`config.mk`:
```
export PLATFORM = sky130hd
export DESIGN_NAME = control_fsm_flat
export DESIGN_NICKNAME = d
export VERILOG_FILES = /design/src/rtl/control_fsm_if.sv /design/src/rtl/control_fsm.sv /design/src/flat_wrapper.sv
export SDC_FILE = /design/constraint.sdc
export NUM_CORES = 1
export LEC_CHECK = 0
export ABC_CLOCK_PERIOD_IN_PS = 3850
export BUFFER_PORTS_ARGS = -buffer_cell sky130_fd_sc_hd__buf_2
export CORE_AREA = 2 2 46 59
export DETAILED_ROUTE_END_ITERATION = 10
export DIE_AREA = 0 0 48 61
export GPL_TIMING_DRIVEN = 0
export PLACE_DENSITY_LB_ADDON = 0.2
export SLEW_MARGIN = 5
export SYNTH_ARGS = -nofsm -noshare
export SYNTH_HDL_FRONTEND = slang
export SYNTH_SLANG_ARGS = --single-unit
```
`constraint.sdc`:
```
create_clock -name Clk -period 3.85 [get_ports Clk]
set_clock_uncertainty 0.1 [all_clocks]
set_input_delay 0.385 -clock Clk [delete_from_list [all_inputs] [get_ports Clk]]
set_output_delay 0.385 -clock Clk [all_outputs]
set_load 0.005 [all_outputs]
```
`src/rtl/control_fsm_if.sv`:
```
// Instruction/strobe bundle between the ROM/PC side and the sequenced control FSM.
// master drives the instruction fields; slave (the FSM) drives the datapath strobes.
interface control_fsm_if #(
  parameter int OP_W  = 4,
  parameter int CNT_W = 16
);
  logic             Start;
  logic             TypeBit;
  logic [OP_W-1:0]  OP;
  logic             RegWrite;
  logic             AccWrite;
  logic             Branch;
  logic             ReadMem;
  logic             WriteMem;
  logic             LookUp;
  logic             Of0;
  logic             IsMem;
  logic             PCEn;
  logic             Busy;
  logic             Done;
  logic             IllegalOp;
  logic [CNT_W-1:0] InstCount;

  modport master (
    output Start, TypeBit, OP,
    input  RegWrite, AccWrite, Branch, ReadMem, WriteMem, LookUp, Of0, IsMem,
    input  PCEn, Busy, Done, IllegalOp, InstCount
  );

  modport slave (
    input  Start, TypeBit, OP,
    output RegWrite, AccWrite, Branch, ReadMem, WriteMem, LookUp, Of0, IsMem,
    output PCEn, Busy, Done, IllegalOp, InstCount
  );
endinterface

```
`src/rtl/control_fsm.sv`:
```
// Sequenced accumulator-ISA control: decodes TypeBit/OP into datapath strobes under a
// Start/Halt run state machine with multi-cycle memory waits and a retire counter.
module control_fsm #(
  parameter int OP_W    = 4,
  parameter int MEM_LAT = 1,
  parameter int CNT_W   = 16
) (
  input logic          Clk,
  input logic          Reset,
  control_fsm_if.slave bus
);

  typedef enum logic [1:0] {
    IDLE    = 2'd0,
    RUN     = 2'd1,
    MEMWAIT = 2'd2,
    HALTED  = 2'd3
  } state_t;

  localparam int WCNT_W    = $clog2(MEM_LAT) + 1;
  localparam int WAIT_INIT = (MEM_LAT > 1) ? (MEM_LAT - 2) : 0;

  localparam logic [WCNT_W-1:0] WCNT_INIT = WCNT_W'(WAIT_INIT);
  localparam logic [WCNT_W-1:0] WCNT_ZERO = WCNT_W'(32'd0);
  localparam logic [WCNT_W-1:0] WCNT_ONE  = WCNT_W'(32'd1);
  localparam logic [CNT_W-1:0]  CNT_ZERO  = CNT_W'(32'd0);
  localparam logic [CNT_W-1:0]  CNT_ONE   = CNT_W'(32'd1);
  localparam logic [CNT_W-1:0]  CNT_MAX   = {CNT_W{1'b1}};

  localparam logic [OP_W-1:0] OP_PUT   = OP_W'(32'd1);
  localparam logic [OP_W-1:0] OP_LOAD  = OP_W'(32'd2);
  localparam logic [OP_W-1:0] OP_STORE = OP_W'(32'd3);
  localparam logic [OP_W-1:0] OP_LUT   = OP_W'(32'd8);
  localparam logic [OP_W-1:0] OP_CLRO  = OP_W'(32'd13);
  localparam logic [OP_W-1:0] OP_HALT  = OP_W'(32'd14);

  state_t            state_r;
  state_t            nextState_s;
  logic [WCNT_W-1:0] wCnt_r;
  logic [WCNT_W-1:0] nextWCnt_s;
  logic [CNT_W-1:0]  instCount_r;
  logic              illegal_r;

  logic retire_s;
  logic setIllegal_s;
  logic clearRun_s;
  logic regWrite_s;
  logic accWrite_s;
  logic branch_s;
  logic readMem_s;
  logic writeMem_s;
  logic lookUp_s;
  logic of0_s;
  logic isMem_s;
  logic pcEn_s;

  // Next-state, wait-counter and strobe decode from state, instruction and wait count.
  always_comb begin
    nextState_s  = state_r;
    nextWCnt_s   = wCnt_r;
    retire_s     = 1'b0;
    setIllegal_s = 1'b0;
    clearRun_s   = 1'b0;
    regWrite_s   = 1'b0;
    accWrite_s   = 1'b0;
    branch_s     = 1'b0;
    readMem_s    = 1'b0;
    writeMem_s   = 1'b0;
    lookUp_s     = 1'b0;
    of0_s        = 1'b0;
    isMem_s      = 1'b0;
    pcEn_s       = 1'b0;

    case (state_r)
      IDLE, HALTED: begin
        if (bus.Start) begin
          nextState_s = RUN;
          clearRun_s  = 1'b1;
        end else begin
          nextState_s = state_r;
        end
      end

      RUN: begin
        if (bus.TypeBit) begin
          branch_s = 1'b1;
          pcEn_s   = 1'b1;
          retire_s = 1'b1;
        end else begin
          case (bus.OP)
            OP_W'(32'd0), OP_W'(32'd4), OP_W'(32'd5), OP_W'(32'd6), OP_W'(32'd7),
            OP_W'(32'd9), OP_W'(32'd10), OP_W'(32'd11), OP_W'(32'd12): begin
              accWrite_s = 1'b1;
              pcEn_s     = 1'b1;
              retire_s   = 1'b1;
            end
            OP_PUT: begin
              regWrite_s = 1'b1;
              pcEn_s     = 1'b1;
              retire_s   = 1'b1;
            end
            OP_LUT: begin
              accWrite_s = 1'b1;
              lookUp_s   = 1'b1;
              pcEn_s     = 1'b1;
              retire_s   = 1'b1;
            end
            OP_CLRO: begin
              of0_s    = 1'b1;
              pcEn_s   = 1'b1;
              retire_s = 1'b1;
            end
            OP_LOAD, OP_STORE: begin
              if (MEM_LAT > 1) begin
                // Load opens the read on the first cycle; store holds its write for the last.
                readMem_s   = (bus.OP == OP_LOAD);
                nextWCnt_s  = WCNT_INIT;
                nextState_s = MEMWAIT;
              end else begin
                if (bus.OP == OP_LOAD) begin
                  readMem_s  = 1'b1;
                  isMem_s    = 1'b1;
                  accWrite_s = 1'b1;
                end else begin
                  writeMem_s = 1'b1;
                end
                pcEn_s   = 1'b1;
                retire_s = 1'b1;
              end
            end
            OP_HALT: begin
              retire_s    = 1'b1;
              nextState_s = HALTED;
            end
            default: begin
              pcEn_s       = 1'b1;
              retire_s     = 1'b1;
              setIllegal_s = 1'b1;
            end
          endcase
        end
      end

      MEMWAIT: begin
        readMem_s = (bus.OP == OP_LOAD);
        if (wCnt_r != WCNT_ZERO) begin
          nextWCnt_s = wCnt_r - WCNT_ONE;
        end else begin
          if (bus.OP == OP_LOAD) begin
            isMem_s    = 1'b1;
            accWrite_s = 1'b1;
          end else begin
            writeMem_s = 1'b1;
          end
          pcEn_s      = 1'b1;
          retire_s    = 1'b1;
          nextState_s = RUN;
        end
      end

      default: begin
        nextState_s = IDLE;
      end
    endcase
  end

  // State, wait counter, saturating retire counter and sticky illegal flag.
  always_ff @(posedge Clk or posedge Reset) begin
    if (Reset) begin
      state_r     <= IDLE;
      wCnt_r      <= WCNT_ZERO;
      instCount_r <= CNT_ZERO;
      illegal_r   <= 1'b0;
    end else begin
      state_r <= nextState_s;
      wCnt_r  <= nextWCnt_s;
      if (clearRun_s) begin
        instCount_r <= CNT_ZERO;
        illegal_r   <= 1'b0;
      end else begin
        if (retire_s && (instCount_r != CNT_MAX)) begin
          instCount_r <= instCount_r + CNT_ONE;
        end else begin
          instCount_r <= instCount_r;
        end
        if (setIllegal_s) begin
          illegal_r <= 1'b1;
        end else begin
          illegal_r <= illegal_r;
        end
      end
    end
  end

  assign bus.RegWrite  = regWrite_s;
  assign bus.AccWrite  = accWrite_s;
  assign bus.Branch    = branch_s;
  assign bus.ReadMem   = readMem_s;
  assign bus.WriteMem  = writeMem_s;
  assign bus.LookUp    = lookUp_s;
  assign bus.Of0       = of0_s;
  assign bus.IsMem     = isMem_s;
  assign bus.PCEn      = pcEn_s;
  assign bus.Busy      = (state_r == RUN) || (state_r == MEMWAIT);
  assign bus.Done      = (state_r == HALTED);
  assign bus.IllegalOp = illegal_r;
  assign bus.InstCount = instCount_r;

endmodule

```
`src/flat_wrapper.sv`:
```
// flat-port wrapper written by rule: the top's interface ports become plain ports
module control_fsm_flat 
#(
  parameter int OP_W    = 4,
  parameter int MEM_LAT = 1,
  parameter int CNT_W   = 16
)
  (Clk, Reset, bus_Start, bus_TypeBit, bus_OP, bus_RegWrite, bus_AccWrite, bus_Branch, bus_ReadMem, bus_WriteMem, bus_LookUp, bus_Of0, bus_IsMem, bus_PCEn, bus_Busy, bus_Done, bus_IllegalOp, bus_InstCount);
  control_fsm_if #(.OP_W(OP_W), .CNT_W(CNT_W)) bus_i ();
  input logic Clk;
  input logic Reset;
  input wire logic [$bits(bus_i.Start)-1:0] bus_Start;
  input wire logic [$bits(bus_i.TypeBit)-1:0] bus_TypeBit;
  input wire logic [$bits(bus_i.OP)-1:0] bus_OP;
  output wire logic [$bits(bus_i.RegWrite)-1:0] bus_RegWrite;
  output wire logic [$bits(bus_i.AccWrite)-1:0] bus_AccWrite;
  output wire logic [$bits(bus_i.Branch)-1:0] bus_Branch;
  output wire logic [$bits(bus_i.ReadMem)-1:0] bus_ReadMem;
  output wire logic [$bits(bus_i.WriteMem)-1:0] bus_WriteMem;
  output wire logic [$bits(bus_i.LookUp)-1:0] bus_LookUp;
  output wire logic [$bits(bus_i.Of0)-1:0] bus_Of0;
  output wire logic [$bits(bus_i.IsMem)-1:0] bus_IsMem;
  output wire logic [$bits(bus_i.PCEn)-1:0] bus_PCEn;
  output wire logic [$bits(bus_i.Busy)-1:0] bus_Busy;
  output wire logic [$bits(bus_i.Done)-1:0] bus_Done;
  output wire logic [$bits(bus_i.IllegalOp)-1:0] bus_IllegalOp;
  output wire logic [$bits(bus_i.InstCount)-1:0] bus_InstCount;
  assign bus_i.Start = bus_Start;
  assign bus_i.TypeBit = bus_TypeBit;
  assign bus_i.OP = bus_OP;
  assign bus_RegWrite = bus_i.RegWrite;
  assign bus_AccWrite = bus_i.AccWrite;
  assign bus_Branch = bus_i.Branch;
  assign bus_ReadMem = bus_i.ReadMem;
  assign bus_WriteMem = bus_i.WriteMem;
  assign bus_LookUp = bus_i.LookUp;
  assign bus_Of0 = bus_i.Of0;
  assign bus_IsMem = bus_i.IsMem;
  assign bus_PCEn = bus_i.PCEn;
  assign bus_Busy = bus_i.Busy;
  assign bus_Done = bus_i.Done;
  assign bus_IllegalOp = bus_i.IllegalOp;
  assign bus_InstCount = bus_i.InstCount;
  control_fsm #(.OP_W(OP_W), .MEM_LAT(MEM_LAT), .CNT_W(CNT_W)) u_core (.Clk(Clk), .Reset(Reset), .bus(bus_i));
endmodule
```
==> reports/qor.csv, run 1 <==
metric;value;unit
core_region_area;2380;sq um
max-cap-violations;0;
critical_path_arrival;2.66;ns
drt_iter0_drc;36;
worst_r2r_path_depth;7;
p_int;362;uW
yosys_register_bits;19;
port-buffer-count;34;
async_flop_share;100;%
power.share.combinational;39.8;%
finish.utilization;62.5;%
timing_worst_slew_pin_value;0.785;ns
gp_congestion;0.863;
worst_hold_path_type;primary input to asynchronous set/reset pin;
cp_slowest_stage_delay;0.56;ns
grt_antenna_before_repair;0;
worstSetupStartpointType;flip-flop;
regToRegSetupSlack;1.32;ns
routed_via_count;1306;
crit_required;3.98;ns
cts_sinks;19;
numCtsBuffers;3;
finalCritPeriodShare;65.7;%
setup-violations-final;0;
most-common-layout-cells;sky130_fd_sc_hd__buf_2 (35), sky130_fd_sc_hd__dfrtp_1 (19), sky130_fd_sc_hd__nand2_1 (18);
post_route_antenna_net_violation_count;0;
worst_slew_margin_relative_to_its_limit;47.2;%
setup_repair_after_global_routing_missed_its_margin;false;
number_of_logic_stages_on_the_critical_path_including_buffering;7;
fp-row-count;20;
drc;0;
total_detailed_routing_wirelength;3.07;mm
finalMaxSlewViolations;0;
syn-instance-count;152;
post_cts_buffers;0;
globalRoute.totalOverflow;0;
vias_in_the_first_global_route;1208;
initial_utilization;52.4;%
clk_root_buffer_cell;sky130_fd_sc_hd__clkbuf_4;
place_hpwl;2.32;mm
avgSynthCellArea;8.20;sq um
clock_path_buffers;2;
worstSetupPathType;flip-flop to flip-flop;
power.clock.fraction;17.1;%
final_hold_viol_count;0;
boundaryPins;36;
tritoncts;done;
route.detailed.vias_per_inst;5.86;
synth-warning-count;0;
timing.critical_path.fanout_max;10;
layout-area-overhead-vs-synth;19.2;%
grt_start_max_net_pins;20;
final.fill_count;217;
synth_seq_area_share;38.2;%
run_status;complete, no violations;
list_of_cells_traversed_by_the_critical_path;inv_1, ha_1, buf_2, nand3b_1, or4_4, or4_1, a21oi_1;
wl_per_cell;13.8;um
ctsResizeCount;0;
fp.dieArea;2930;sq um
layout-drive-gt1-share;23.2;%
die_y;61;um
antenna-diode-count;0;
tns;0;ns
final_net_count;203;
cell_area_after_technology_mapping;1250;sq um
p_per_area;411;nW/um^2
critical_path.endpoint_type;flip-flop;
synth_fp_nets;164;
leakage;0.671;nW
synth-main-ff-cell;sky130_fd_sc_hd__dfrtp_1;
crit_path_top_delay_cell;sky130_fd_sc_hd__or4_4;
vdd_drop_max;0.000224;V
hold_buf_count_cts;0;
grt_first_pass_wirelength;5.07;mm
worst_skew_pair.late_latency;0.30;ns
fin_crit;2.53;ns
grt.total_usage;23.8;%
detail_route.first_pass.iterations;4;
switching_power;249;uW
cts-htree-levels;1;
synth-edff-count;0;
power_frac_seq;43.1;%
worst-path-buf-inv;2;
commonest_non_fill_non_tap_cell_in_the_layout;sky130_fd_sc_hd__buf_2;
die_w;48;um
maxClockFrequency;395;MHz
power.switching_fraction;40.8;%
ys_types;39;
cts.reportedPaths.clkPinSlew;0.12;ns
path_delay_family;simple AND/OR/NAND/NOR gates;
-- sequential cells by signal (all words and copies together), names as in the netlist --
signal / flops
u_core.bus.InstCount: 16
u_core.bus.IllegalOp: 1
u_core.state_r: 2
-- power by group through the flow --
| stage | sequential, mW | clock [mW] | combinational [mW] |
|---|---|---|---|
| finish | 0.263 | 0.104 | 0.243 |
| global route | 0.268 | 0.114 | 0.275 |
| CTS | 0.262 | 0.105 | 0.242 |
| detailed placement | 0.266 | 0 | 0.241 |
| global placement | 0.264 | 0 | 0.234 |
| floorplan | 0.260 | 0 | 0.154 |
-- per-stage QoR --
stage / instance area [sq um] / hold WS [ns] / instances / total power, mW / setup WS, ns
final: 1490 / 0.0822 / 223 / 0.611 / 1.32
after CTS: 1490 / 0.109 / 223 / 0.610 / 1.31
after global routing: 1490 / 0.163 / 223 / 0.656 / 1.14
after detailed placement: 1460 / 0.378 / 219 / 0.507 / 1.36
after global placement: 1460 / 0.369 / 219 / 0.498 / 1.40
after floorplan: 1250 / 0.236 / 152 / 0.414 / 1.55
-- cell type report --
type | count | area (sq um) | area share (%)
Tap cell | 33 | 41.3 | 2.78
Clock buffer | 3 | 22.5 | 1.52
Inverter | 9 | 33.8 | 2.27
Timing Repair Buffer | 34 | 170 | 11.5
Multi-Input combinational cell | 119 | 713 | 48.0
Buffer | 5 | 23.8 | 1.60
Sequential cell | 19 | 475 | 32.0
Clock inverter | 1 | 5.00 | 0.337
-- cell families after synthesis --
kind of cell	Yosys count	share of synthesized area, %
AOI/OAI and AO/OA	41	20.6
adders and majority gates	4	4.02
buffers and inverters	14	4.62
DFF	19	38.2
muxes	3	2.41
and+or+nand+nor	71	30.2
-- Yosys cell counts (all sizes together) (3+ instances only) --
master | instances | area [sq um]
nand3 | 6 | 30.0
nor3 | 5 | 25.0
o21ai | 10 | 50.1
ha | 4 | 50.1
or3 | 3 | 18.8
nand4 | 3 | 25.0
dfrtp | 19 | 475
buf | 3 | 16.3
nor4 | 6 | 43.8
nand2b | 3 | 18.8
nor2b | 3 | 18.8
a21oi | 10 | 50.1
o211ai | 3 | 22.5
nor2 | 14 | 52.6
a31oi | 5 | 31.3
nand2 | 18 | 67.6
o31ai | 5 | 37.5
or4 | 4 | 33.8
mux2i | 3 | 30.0
inv | 8 | 30.0
-- layer usage --
layer	vias up	share of wire [%]	GRT usage, %	wire [um]
met5	-	0	0	0
met4	0	2.2	9.27	67
met3	9	3.9	1.79	119
met2	43	51	42.7	1560
met1	609	43	28.4	1330
li1	645	-	-	-
-- worst paths after layout --
kind | start | end
worst max-delay path | u_core.state_r[0] | u_core.bus.InstCount[15]
worst min-delay path | Reset | u_core.bus.InstCount[6]
worst max register to register | u_core.state_r[0] | u_core.bus.InstCount[15]
worst min register to register | u_core.bus.IllegalOp | u_core.bus.IllegalOp
max in group asynchronous | Reset | u_core.bus.InstCount[0]
min in group Clk | bus_OP[1] | u_core.bus.IllegalOp
No activity file was read; power rests on OpenSTA's default activity.
==> run 2: changes to the inputs <==
Settings changed: ABC_CLOCK_PERIOD_IN_PS 3850 to 2500, CORE_AREA 2 2 46 59 to 2 2 48 61, DIE_AREA 0 0 48 61 to 0 0 50 63.
Clock period 3.85 ns to 2.5 ns, I/O delays scaled along.
==> run 2 against run 1 <==
Compared with the run above:
- the run now ends with setup timing left
- power increased by 59%
- global-route usage decreased by 3.9 points
- clock power increased by 53%
- sequential share of layout area decreased by 1.2 points
- worst setup slack got worse by 1.3 ns
- first-iteration DRC count increased by 53%
- sequential cell count unchanged
==> reports/qor.csv, run 2 (synthesized netlist as in run 1, its figures left out) <==
metric;value;unit;change
grt.total_usage;19.9;%;-3.9 points
numCtsBuffers;3;;unchanged
routed_via_count;1313;;+0.54%
list_of_cells_traversed_by_the_critical_path;inv_2, ha_4, buf_6, nand3b_1, or4_4, or4_4, a21oi_2;;
layout-drive-gt1-share;25.4;%;+2.2 points
vdd_drop_max;0.000448;V;+100%
worst_r2r_endpoint;u_core.bus.InstCount[15];;
cts.reportedPaths.clkPinSlew;0.11;ns;about the same
max-cap-violations;0;;unchanged
power;971;uW;+59%
fin_crit;2.51;ns;-0.0217 ns
worst-path-buf-inv;2;;unchanged
worst_slew_margin_relative_to_its_limit;50.2;%;+3.0 points
worstSetupStartpointType;flip-flop;;
worst_hold_path_type;primary input to flip-flop;;
fp-row-count;21;;+5.0%
run_status;finished, violations left;;
port-buffer-count;34;;unchanged
place_hpwl;2.25;mm;-3.3%
route.detailed.vias_per_inst;5.78;;-1.2%
p_per_area;628;nW/um^2;+53%
worst_skew_pair.late_latency;0.30;ns;about the same
most-common-layout-cells;sky130_fd_sc_hd__buf_2 (34), sky130_fd_sc_hd__dfrtp_1 (19), sky130_fd_sc_hd__nand2_1 (18);;
crit_required;2.63;ns;-1.35 ns
worstSetupPathType;flip-flop to flip-flop;;
critical_path_sink;u_core.bus.InstCount[15];;
regToRegSetupSlack;-0.008;ns;-1.33 ns
critical_path_arrival;2.64;ns;-0.02 ns
flip_flop_count_of_the_largest_register_all_copies_and_words_added;16;;unchanged
timing_worst_slew_pin_value;0.746;ns;-0.0391 ns
worst_r2r_path_depth;7;;unchanged
commonest_non_fill_non_tap_cell_in_the_layout;sky130_fd_sc_hd__buf_2;;
wl_per_cell;13.7;um;-0.64%
grt_antenna_before_repair;0;;unchanged
setup-violations-final;1;;+1
final.hold.worst_slack;0.181;ns;+0.0988 ns
dpl-instance-area;1460;sq um;about the same
layout.cell_area.non_filler;1550;sq um;+4.0%
initial_utilization;47.9;%;-4.5 points
cts_sinks;19;;unchanged
boundaryPins;36;;unchanged
crit_path_top_delay_cell;sky130_fd_sc_hd__or4_4;;
timing.critical_path.fanout_max;10;;unchanged
number_of_logic_stages_on_the_critical_path_including_buffering;7;;unchanged
worst_path_most_repeated_cell;sky130_fd_sc_hd__or4_4;;
final_net_count;206;;+1.5%
reg2reg_from;u_core.state_r[0];;
post_route_antenna_net_violation_count;0;;unchanged
failed_checks;setup timing;;
clk_root_buffer_cell;sky130_fd_sc_hd__clkbuf_4;;
die_w;50;um;+4.2%
setup_ws;-0.00816;ns;-1.33 ns
path_delay_family;simple AND/OR/NAND/NOR gates;;
final.fill_count;239;;+10%
finalCritPeriodShare;100;%;+35 points
cp_slowest_stage_delay;0.61;ns;+0.05 ns
gp_congestion;0.868;;+0.49%
final_hold_viol_count;0;;unchanged
finalMaxSlewViolations;0;;unchanged
clock_path_buffers;2;;unchanged
critical_path.endpoint_type;flip-flop;;
maxClockFrequency;399;MHz;+0.86%
die_y;63;um;+3.3%
grt_first_pass_wirelength;5.04;mm;-0.55%
multi_input_comb_area;742;sq um;+4.0%
setup.worst_path.start;u_core.state_r[0];;
grt_start_max_net_pins;20;;unchanged
layout-area-overhead-vs-synth;24.0;%;
core_region_area;2600;sq um;+9.4%
tritoncts;done;;
leakage;0.697;nW;+3.9%
globalRoute.totalOverflow;0;;unchanged
final-instance-count-excl-fill;227;;+1.8%
cts-htree-levels;1;;unchanged
total_detailed_routing_wirelength;3.11;mm;+1.1%
drc;0;;unchanged
antenna-diode-count;0;;unchanged
detail_route.first_pass.iterations;4;;unchanged
drt_iter0_drc;55;;+53%
vias_in_the_first_global_route;1157;;-4.2%
fp.dieArea;3150;sq um;+7.6%
placed_cells;220;;+0.46%
register_area;475;sq um;unchanged
[run 2: cell types whose count changed in the layout (fill, tap and decap cells not counted), sizes merged]
cell,previous run,this run
buf,37,39
clkinv,2,1
clkbuf,5,6
dlygate4sd3,0,1
[run 2: worst reg2reg max path, cell delays in order (launching register included)]
cell and delay, ns:
sky130_fd_sc_hd__dfrtp_1 0.42, sky130_fd_sc_hd__inv_2 0.08, sky130_fd_sc_hd__ha_4 0.19, sky130_fd_sc_hd__buf_6 0.13, sky130_fd_sc_hd__nand3b_1 0.23, sky130_fd_sc_hd__or4_4 0.61
sky130_fd_sc_hd__or4_4 0.51, sky130_fd_sc_hd__a21oi_2 0.16
[run 2: power breakdown]
part / switching (mW) / total, mW / internal (mW)
Clock: 0.0973 / 0.159 / 0.0622
Combinational: 0.229 / 0.405 / 0.176
Sequential: 0.0590 / 0.406 / 0.347
Total: 0.386 / 0.971 / 0.585
[run 2: worst min path at each step]
stage           startpoint                        to  slack, ns  depth (start not counted)
2_1_floorplan        Reset      u_core.bus.IllegalOp       0.10                          1
3_3_place_gp         Reset  u_core.bus.InstCount[13]       0.30                          2
3_5_place_dp         Reset  u_core.bus.InstCount[13]       0.31                          2
4_1_cts          bus_OP[0]      u_core.bus.IllegalOp       0.18                          3
5_1_grt        bus_TypeBit         u_core.state_r[0]       0.22                          4
6_report         bus_OP[0]      u_core.bus.IllegalOp       0.18                          3
[run 2: what timing repair did]
| action | 4_1_cts | 5_1_grt |
|---|---|---|
| resized for setup | 0 | 8 |
| endpoints found under the hold margin | 19 | 0 |
| setup buffers | 0 | 2 |
| setup endpoints to repair | 0 | 7 |
| hold buffers | 1 | 0 |
[run 2: layer usage]
layer	share of wire [%]	global-route usage, %	vias to the layer above
met5	0	0	-
met4	2.6	7.64	0
met3	5.0	1.44	9
met2	51	35.2	45
met1	42	24.5	607
li1	-	-	652
[run 2: layout make-up]
class	instances	share of cell area [%]
Multi-Input combinational cell	119	48.0
Buffer	5	1.94
Inverter	9	2.19
Clock buffer	4	1.70
Sequential cell	19	30.8
Tap cell	34	2.75
Timing Repair Buffer	37	12.6
[run 2: metrics by stage]
step	worst slack (ns)	TNS [ns]	util [%]
finish	-0.00816	-0.00816	59.4
global route	-0.0823	-0.138	59.4
CTS	0.0191	0	57.5
detailed placement	0.0535	0	56.1
global placement	0.0703	0	56.1
floorplan	0.196	0	-
